## src/rtl/conv_frame_sequencer.sv

```systemverilog
// rtl/conv_frame_sequencer.sv - frame scan, drain and result write-back sequencer for the convolution engine
// Optional scan order: define CONV_SEQ_TOPDOWN_EN for top-row-first addressing (timing unchanged).
module conv_frame_sequencer #(
    parameter int WORD_SIZE    = 8,
    parameter int ROW_SIZE     = 540,
    parameter int IMAGE_HEIGHT = 360,
    parameter int CONV_LATENCY = 2*ROW_SIZE+2,
    parameter int ADDR_W       = $clog2(ROW_SIZE*IMAGE_HEIGHT)
) (
    input  logic                 clk,
    input  logic                 rst,
    input  logic                 start,
    input  logic                 abort,
    output logic                 busy,
    output logic                 done,
    output logic                 rd_en,
    output logic [ADDR_W-1:0]    rd_addr,
    input  logic [WORD_SIZE-1:0] rd_data,
    output logic [WORD_SIZE-1:0] conv_pixel,
    input  logic [WORD_SIZE-1:0] conv_out,
    output logic                 wr_en,
    output logic [ADDR_W-1:0]    wr_addr,
    output logic [WORD_SIZE-1:0] wr_data,
    output logic [15:0]          frame_cnt
);

    localparam int N    = ROW_SIZE*IMAGE_HEIGHT;
    localparam int CW   = $clog2(N+CONV_LATENCY+4);
    localparam int COLW = (ROW_SIZE > 1) ? $clog2(ROW_SIZE) : 1;

    // Cycle index since start-accept: FETCH occupies 1..N, the last presented element sits at N+L+2.
    localparam logic [CW-1:0]   FETCH_LAST = CW'(N);
    localparam logic [CW-1:0]   DRAIN_LAST = CW'(N+CONV_LATENCY+2);
    localparam logic [CW-1:0]   WR_FIRST_C = CW'(CONV_LATENCY+2);
    localparam logic [CW-1:0]   WR_LAST_C  = CW'(N+CONV_LATENCY+1);
    localparam logic [COLW-1:0] COL_LAST   = COLW'(ROW_SIZE-1);

`ifdef CONV_SEQ_TOPDOWN_EN
    localparam logic [ADDR_W-1:0] ADDR_FIRST = '0;
`else
    localparam logic [ADDR_W-1:0] ADDR_FIRST = ADDR_W'((IMAGE_HEIGHT-1)*ROW_SIZE);
    localparam logic [ADDR_W-1:0] ROW_BACK   = ADDR_W'(2*ROW_SIZE-1);
`endif

    typedef enum logic [1:0] {S_IDLE, S_FETCH, S_DRAIN, S_DONE} state_t;

    state_t                 state_q;
    logic [CW-1:0]          cyc_q;
    logic                   busy_q, done_q, rd_en_q, wr_en_q, vld_q;
    logic [ADDR_W-1:0]      rd_addr_q, wr_addr_q, rd_addr_d, wr_addr_d;
    logic [COLW-1:0]        rd_col_q, wr_col_q, rd_col_d, wr_col_d;
    logic [WORD_SIZE-1:0]   conv_pixel_q;
    logic [15:0]            frame_cnt_q;

    // Next scan address: step right within a row, jump to the next row at the row end.
    always_comb begin
        rd_col_d = (rd_col_q == COL_LAST) ? '0 : rd_col_q + 1'b1;
        wr_col_d = (wr_col_q == COL_LAST) ? '0 : wr_col_q + 1'b1;
`ifdef CONV_SEQ_TOPDOWN_EN
        rd_addr_d = rd_addr_q + 1'b1;
        wr_addr_d = wr_addr_q + 1'b1;
`else
        rd_addr_d = (rd_col_q == COL_LAST) ? rd_addr_q - ROW_BACK : rd_addr_q + 1'b1;
        wr_addr_d = (wr_col_q == COL_LAST) ? wr_addr_q - ROW_BACK : wr_addr_q + 1'b1;
`endif
    end

    // Frame FSM with all outputs registered; the stream and write windows are keyed off cyc_q.
    always_ff @(posedge clk or posedge rst) begin
        if (rst) begin
            state_q      <= S_IDLE;
            cyc_q        <= '0;
            busy_q       <= 1'b0;
            done_q       <= 1'b0;
            rd_en_q      <= 1'b0;
            rd_addr_q    <= '0;
            rd_col_q     <= '0;
            vld_q        <= 1'b0;
            conv_pixel_q <= '0;
            wr_en_q      <= 1'b0;
            wr_addr_q    <= '0;
            wr_col_q     <= '0;
            frame_cnt_q  <= '0;
        end else if (state_q == S_IDLE) begin
            if (start && !abort) begin
                state_q   <= S_FETCH;
                busy_q    <= 1'b1;
                cyc_q     <= CW'(1);
                rd_en_q   <= 1'b1;
                rd_addr_q <= ADDR_FIRST;
                rd_col_q  <= '0;
            end
        end else if (abort) begin
            // Engine contents are left stale; the next frame's warm-up window hides them.
            state_q      <= S_IDLE;
            cyc_q        <= '0;
            busy_q       <= 1'b0;
            done_q       <= 1'b0;
            rd_en_q      <= 1'b0;
            rd_addr_q    <= '0;
            rd_col_q     <= '0;
            vld_q        <= 1'b0;
            conv_pixel_q <= '0;
            wr_en_q      <= 1'b0;
            wr_addr_q    <= '0;
            wr_col_q     <= '0;
        end else begin
            cyc_q        <= cyc_q + 1'b1;
            vld_q        <= rd_en_q;
            conv_pixel_q <= vld_q ? rd_data : '0;
            if (cyc_q >= WR_FIRST_C && cyc_q <= WR_LAST_C) begin
                wr_en_q <= 1'b1;
                if (wr_en_q) begin
                    wr_addr_q <= wr_addr_d;
                    wr_col_q  <= wr_col_d;
                end else begin
                    wr_addr_q <= ADDR_FIRST;
                    wr_col_q  <= '0;
                end
            end else begin
                wr_en_q   <= 1'b0;
                wr_addr_q <= '0;
                wr_col_q  <= '0;
            end
            case (state_q)
                S_FETCH: begin
                    if (cyc_q == FETCH_LAST) begin
                        state_q   <= S_DRAIN;
                        rd_en_q   <= 1'b0;
                        rd_addr_q <= '0;
                        rd_col_q  <= '0;
                    end else begin
                        rd_addr_q <= rd_addr_d;
                        rd_col_q  <= rd_col_d;
                    end
                end
                S_DRAIN: begin
                    if (cyc_q == DRAIN_LAST) begin
                        state_q     <= S_DONE;
                        done_q      <= 1'b1;
                        frame_cnt_q <= frame_cnt_q + 1'b1;
                    end
                end
                default: begin
                    state_q <= S_IDLE;
                    busy_q  <= 1'b0;
                    done_q  <= 1'b0;
                    cyc_q   <= '0;
                end
            endcase
        end
    end

    assign busy       = busy_q;
    assign done       = done_q;
    assign rd_en      = rd_en_q;
    assign rd_addr    = rd_addr_q;
    assign conv_pixel = conv_pixel_q;
    assign wr_en      = wr_en_q;
    assign wr_addr    = wr_addr_q;
    assign wr_data    = conv_out;
    assign frame_cnt  = frame_cnt_q;

endmodule

```

## config.mk

```make
export PLATFORM = sky130hd
export DESIGN_NAME = conv_frame_sequencer
export DESIGN_NICKNAME = d
export VERILOG_FILES = /design/src/rtl/conv_frame_sequencer.sv
export SDC_FILE = /design/constraint.sdc
export NUM_CORES = 1
export LEC_CHECK = 0
export BUFFER_PORTS_ARGS = -buffer_cell sky130_fd_sc_hd__buf_4
export CAP_MARGIN = 40
export CORE_UTILIZATION = 45
export DETAILED_ROUTE_END_ITERATION = 8
export PLACE_DENSITY_LB_ADDON = 0.15
export SYNTH_ARGS = -nofsm -noshare
export SYNTH_HDL_FRONTEND = slang
export SYNTH_SLANG_ARGS = --single-unit
```

## constraint.sdc

```tcl
create_clock -name clk -period 3.78 [get_ports clk]
set_input_delay 0 -clock clk [delete_from_list [all_inputs] [get_ports clk]]
set_output_delay 0 -clock clk [all_outputs]
set_load 0.02 [all_outputs]
```

-- Word-level counts from Yosys, hierarchy flattened
Index checks and enable logic that the tools add are counted.
- add/sub/neg operators: 8
- multipliers: 0
- div/mod/pow operators: 0
- $lt $le $gt $ge: 2
- eq/ne operators: 12
- shift operators: 0
- mux-type cells: 46
- bitwise gates (word level): 2
- reductions and logical operators: 13
- operator list (cell ; count):
    two-way mux 18 bit ; 14
    two-way mux 10 bit ; 10
    adder 18 x 1 -> 18 bit (second input constant) ; 3
    equality test 18 bit (second input constant) ; 2
    subtractor 18 x 11 -> 18 bit (second input constant) ; 2
    adder 10 x 1 -> 10 bit (second input constant) ; 2
    equality test 10 bit (second input constant) ; 2
    >= comparator 18 x 11 -> 1 bit (second input constant) ; 1
    less-or-equal comparator 18 bit (second input constant) ; 1
    adder 16 x 1 -> 16 bit (second input constant) ; 1
    two-way mux 8 bit ; 2
    two-way mux 1 bit ; 13
    two-way mux 2 bit ; 5
    AND reduction 3 bit ; 3
    != test 4 bit (second input constant) ; 2
    nonzero test 3 bit ; 2
    one-hot mux 2 bit (2 select lines) ; 1
    AND reduction 2 bit ; 2
    AND reduction 4 bit ; 1
    != test 3 x 1 -> 1 bit (second input constant) ; 1
    != test 3 bit (second input constant) ; 1
    equality test 2 x 1 -> 1 bit (second input constant) ; 1
    equality test 2 bit (second input constant) ; 1
    logical AND 1 bit ; 2
    7 further kinds ; 8
- register bits after elaboration: 105
- bits in latches: 0
- memory bits (writable): 0
- ROM bits: 0
- input port bits: 20
- output and inout port bits: 72
- word-level logic and storage cells: 96
- memories: 0

-- Longest topological paths before layout
- depth in word-level cells: 6
- depth in mapped cells: 12

-- Worst setup path after synthesis
OpenSTA, ideal clock, no wires.
- path kind: flip-flop to flip-flop
- start point: register wr_col_q[0]
- end point: register wr_addr_q[12] (netlist: wr_addr[12])
- data arrival time: 3.229 ns
- path slack: 0.425 ns
- stages on the path, launching flop included: 13
- buffers on the path: 0
- cell sequence: dfrtp_1 ha_1 nand2b_1 nor4_1 nor4b_4 ha_1 a31o_2 a41o_1 a31o_2 a21oi_1 o21ai_0 xor2_1 a221o_1
- cells in the longest elaborated chain, start to end: 5
- RTL lines (what ; RTL line ; RTL):
    start: declaration ; 51 ; logic [COLW-1:0] rd_col_q, wr_col_q, rd_col_d, wr_col_d;
    start signal: assignment ; 115 ; wr_col_q <= wr_col_d;
    equality test 10 bit ; 64 ; wr_addr_d = (wr_col_q == COL_LAST) ? wr_addr_q - ROW_BACK : wr_addr_q + 1'b1;
    two-way mux 18 bit ; 64 ;
    two-way mux 18 bit ; 113 ; if (wr_en_q) begin
    two-way mux 18 bit ; 111 ; if (cyc_q >= WR_FIRST_C && cyc_q <= WR_LAST_C) begin
    two-way mux 18 bit ; 93 ; end else if (abort) begin
    end signal: assignment ; 114 ; wr_addr_q <= wr_addr_d;
    end: declaration ; 50 ; logic [ADDR_W-1:0] rd_addr_q, wr_addr_q, rd_addr_d, wr_addr_d;
Every way passes these cells.
A chain may end at the register's enable or synchronous reset.

-- Worst setup path in the final report
- start point: register wr_col_q[0]
- end point: register wr_addr_q[14] (netlist: wr_addr[14])
Same word-level chain as after synthesis.

==> results.toml <==
[logic_synthesis]
syn_area_sq_um = 6140
seq_area_frac_synth = 0.428
syn_inst = 673
avgSynthCellArea_sq_um = 9.13
netlist_top_cells_area = "dfrtp_1 (43%), o21ai_0 (7.2%), ha_1 (6.5%)"
yosys_warnings = 0
yosys.area.top_type_share = 0.428
synth.distinct_cells = 60
ys_ff_latch = 105
synth_ff_type = "dfrtp_1"
synth-edff-count = 0
async_reset_ff_frac = 1.00
syn_nets = 725
synth_top_area_cell = "dfrtp_1"

[global_route]
gr-usage-all-layers = 0.220
grt_pass1_wl_mm = 25.1
grt_pass1_vias = 5107
antenna_found_initial = 0
grt_max_degree = 64
grt_overflow_total = 0

[drt]
ant_nets = 0
drc = 0
drt-vias-per-instance = 5.73
wl_per_cell_um = 15.9
dr.pass1.iters = 5
vias = 5289
drt-total-wl_mm = 14.6
drtIter0Drc = 336

[power_and_ir_drop]
p_per_area_nw_per_um2 = 456
worst_ir_drop_vdd_uv = 315
power.total_uw = 3300
p_leak_uw = 0.00346

[cts]
post-cts-setup-buffers = 0
insertion_delay_ps = 350
cts.clk_slew.worst_paths_ps = 70
numCtsBuffers = 9
cts_buffer_depth = 2
cts_tree = "done"
cts_sinks = 105
cts_htree_levels = 3
clock-root-buffer = "clkbuf_16"

[timing]
setup_violations = 0
max_slew_margin = 0.451
fin_crit_sh = 0.907
worst_pin_slew_ps = 821
layout_setup_ws_ps = 350
hold_viol_final = 0
slew_viol_final = 0
holdWs_ps = 0.00778
clock_skew_ps = 6.49
finalSetupTns_ps = 0
grt_setup_unrepaired = "no"
finalCriticalPeriod_ps = 3430
fmax_mhz = 292

[placed_design]
gp_congestion = 0.929
dp_slack_ps = 404
hpwl_mm = 10.2
dpl-instance-area_sq_um = 6840
io_buffer_count = 75

[worst_setup_path]
critPathArrivalTime_ps = 3660
crit_slowest_cell = "a2111oi_0"
crit_family = "compound AO/OA/AOI/OAI gates"
slowest_delay_ps = 610
critPathLaunchType = "flip-flop"
critPathMaxFanout = 5
crit_path_cell_trace = "ha_1, nand2b_1, nor4_1, nor4b_4, ha_1, a31o_2, a41o_1, a31o_2, a2111oi_0, or4b_1, nand3_1"
crit_type = "flip-flop to flip-flop"
cp.required_ps = 4010
reg2reg_slack_ps = 350
end_kind = "flip-flop"
path_buf_inv = 0

[die]
die_h_um = 119
initial_utilization = 0.462
coreArea_sq_um = 13300
die-area_sq_um = 14100
placementRows = 42
io_pins = 92
fp.dieW_um = 119

[job]
maxCapViolCount = 0

[final_layout]
layout_commonest_cell = "dfrtp_1"
nets = 794
drive_gt1_frac = 0.150
antenna_cells = 0
final_cell_mix = "dfrtp_1 (105), nand2_1 (96), o21ai_0 (88)"
area_delta_synth_final_pct = 18.0
fin_area_sq_um = 7250

[worst_hold_path]
min_path_type = "input pin to output port"

[outcome]
status = "completed"
==> path summary, 6_finish.rpt <==
path	from	end	depth (start not counted)
max	wr_col_q[0]$_DFFE_PP0N_	wr_addr[14]$_DFFE_PP0N_	11
min	conv_out[5]	wr_data[5]	0
max reg2reg	wr_col_q[0]$_DFFE_PP0N_	wr_addr[14]$_DFFE_PP0N_	11
min reg2reg	frame_cnt[15]$_DFFE_PP0P_	frame_cnt[15]$_DFFE_PP0P_	1
max in group asynchronous	rst	cyc_q[6]$_DFFE_PP0P_	5
min in group asynchronous	rst	wr_addr[13]$_DFFE_PP0N_	3
==> worst reg2reg max path, stage by stage (launching register included) <==
cell and delay [ps]:
dfrtp_1 390, ha_1 220, nand2b_1 90, nor4_1 210, nor4b_4 400, ha_1 340
a31o_2 240, a41o_1 260, a31o_2 270, a2111oi_0 610, or4b_1 210, nand3_1 60
==> through the flow <==
stage | cells | utilization
floorplan | 673 | -
global placement | 896 | 0.512
detailed placement | 897 | 0.514
CTS | 923 | 0.545
global route | 923 | 0.545
finish | 923 | 0.545
==> Yosys cell counts (3+ instances only) <==
cell type / n
a41o_1: 4
nor3_1: 16
xnor2_1: 27
nand3_1: 28
inv_1: 20
nand2_1: 96
ha_1: 32
a21o_1: 10
dfrtp_1: 105
nor4_1: 4
a221o_1: 9
and2_1: 6
or3_1: 4
o31ai_1: 4
and3_1: 15
o211ai_1: 3
a31o_2: 4
a22o_1: 6
o21a_1: 5
nor2b_1: 6
nor2_1: 33
buf_4: 9
and4_1: 6
nand2b_1: 10
mux2i_1: 3
a31oi_1: 11
o21ai_0: 88
a21oi_1: 17
clkbuf_1: 21
xor2_1: 23
nand4_1: 11
==> kinds of logic (layout without fill, tap and decap cells) <==
| logic type | Yosys count | count (layout) | share of synthesized area |
|---|---|---|---|
| compound gates | 183 | 183 | 0.191 |
| xor+xnor | 50 | 50 | 0.0713 |
| fa+ha+maj | 32 | 32 | 0.0652 |
| buf+inv | 53 | 127 | 0.0381 |
| flops | 105 | 105 | 0.428 |
| mux | 4 | 4 | 0.00672 |
| simple gates | 246 | 246 | 0.200 |
==> flip-flops by register name, indices dropped and copies added, names as in the netlist <==
| signal | cells |
|---|---|
| wr_col_q | 10 |
| rd_en | 1 |
| cyc_q | 18 |
| wr_en | 1 |
| done | 1 |
| wr_addr | 18 |
| rd_col_q | 10 |
| frame_cnt | 16 |
| rd_addr | 18 |
| conv_pixel | 8 |
| busy | 1 |
| state_q | 2 |
| vld_q | 1 |
==> final cells by class <==
type / instances / area, sq um
fill: 1208 / 6040
tap: 176 / 220
timing repair buffer: 91 / 728
multi-input combinational: 515 / 3290
sequential: 105 / 2630
clock inverter: 6 / 73.8
inverter: 20 / 77.6
clock buffer: 10 / 239
==> where the power goes <==
group | internal, uW | leakage [uW] | switching (uW) | total (uW)
registers | 1230 | 0.00144 | 108 | 1340
clock network | 542 | 0.000154 | 444 | 986
logic | 349 | 0.00186 | 632 | 981
==> timing repair <==
action                                 4_1_cts  5_1_grt
hold buffers                                10        0
resized for setup                            0        0
endpoints found under the hold margin       87        0
==> per-layer routing <==
metal | global-route usage | wire length [um] | vias to the layer above
met2 | 0.363 | 7040 | 119
met4 | 0.0570 | 144 | 0
met3 | 0.0484 | 642 | 11
li1 | - | - | 2565
met5 | 0 | 0 | -
met1 | 0.293 | 6820 | 2594
No activity file was read; power rests on OpenSTA's default activity.
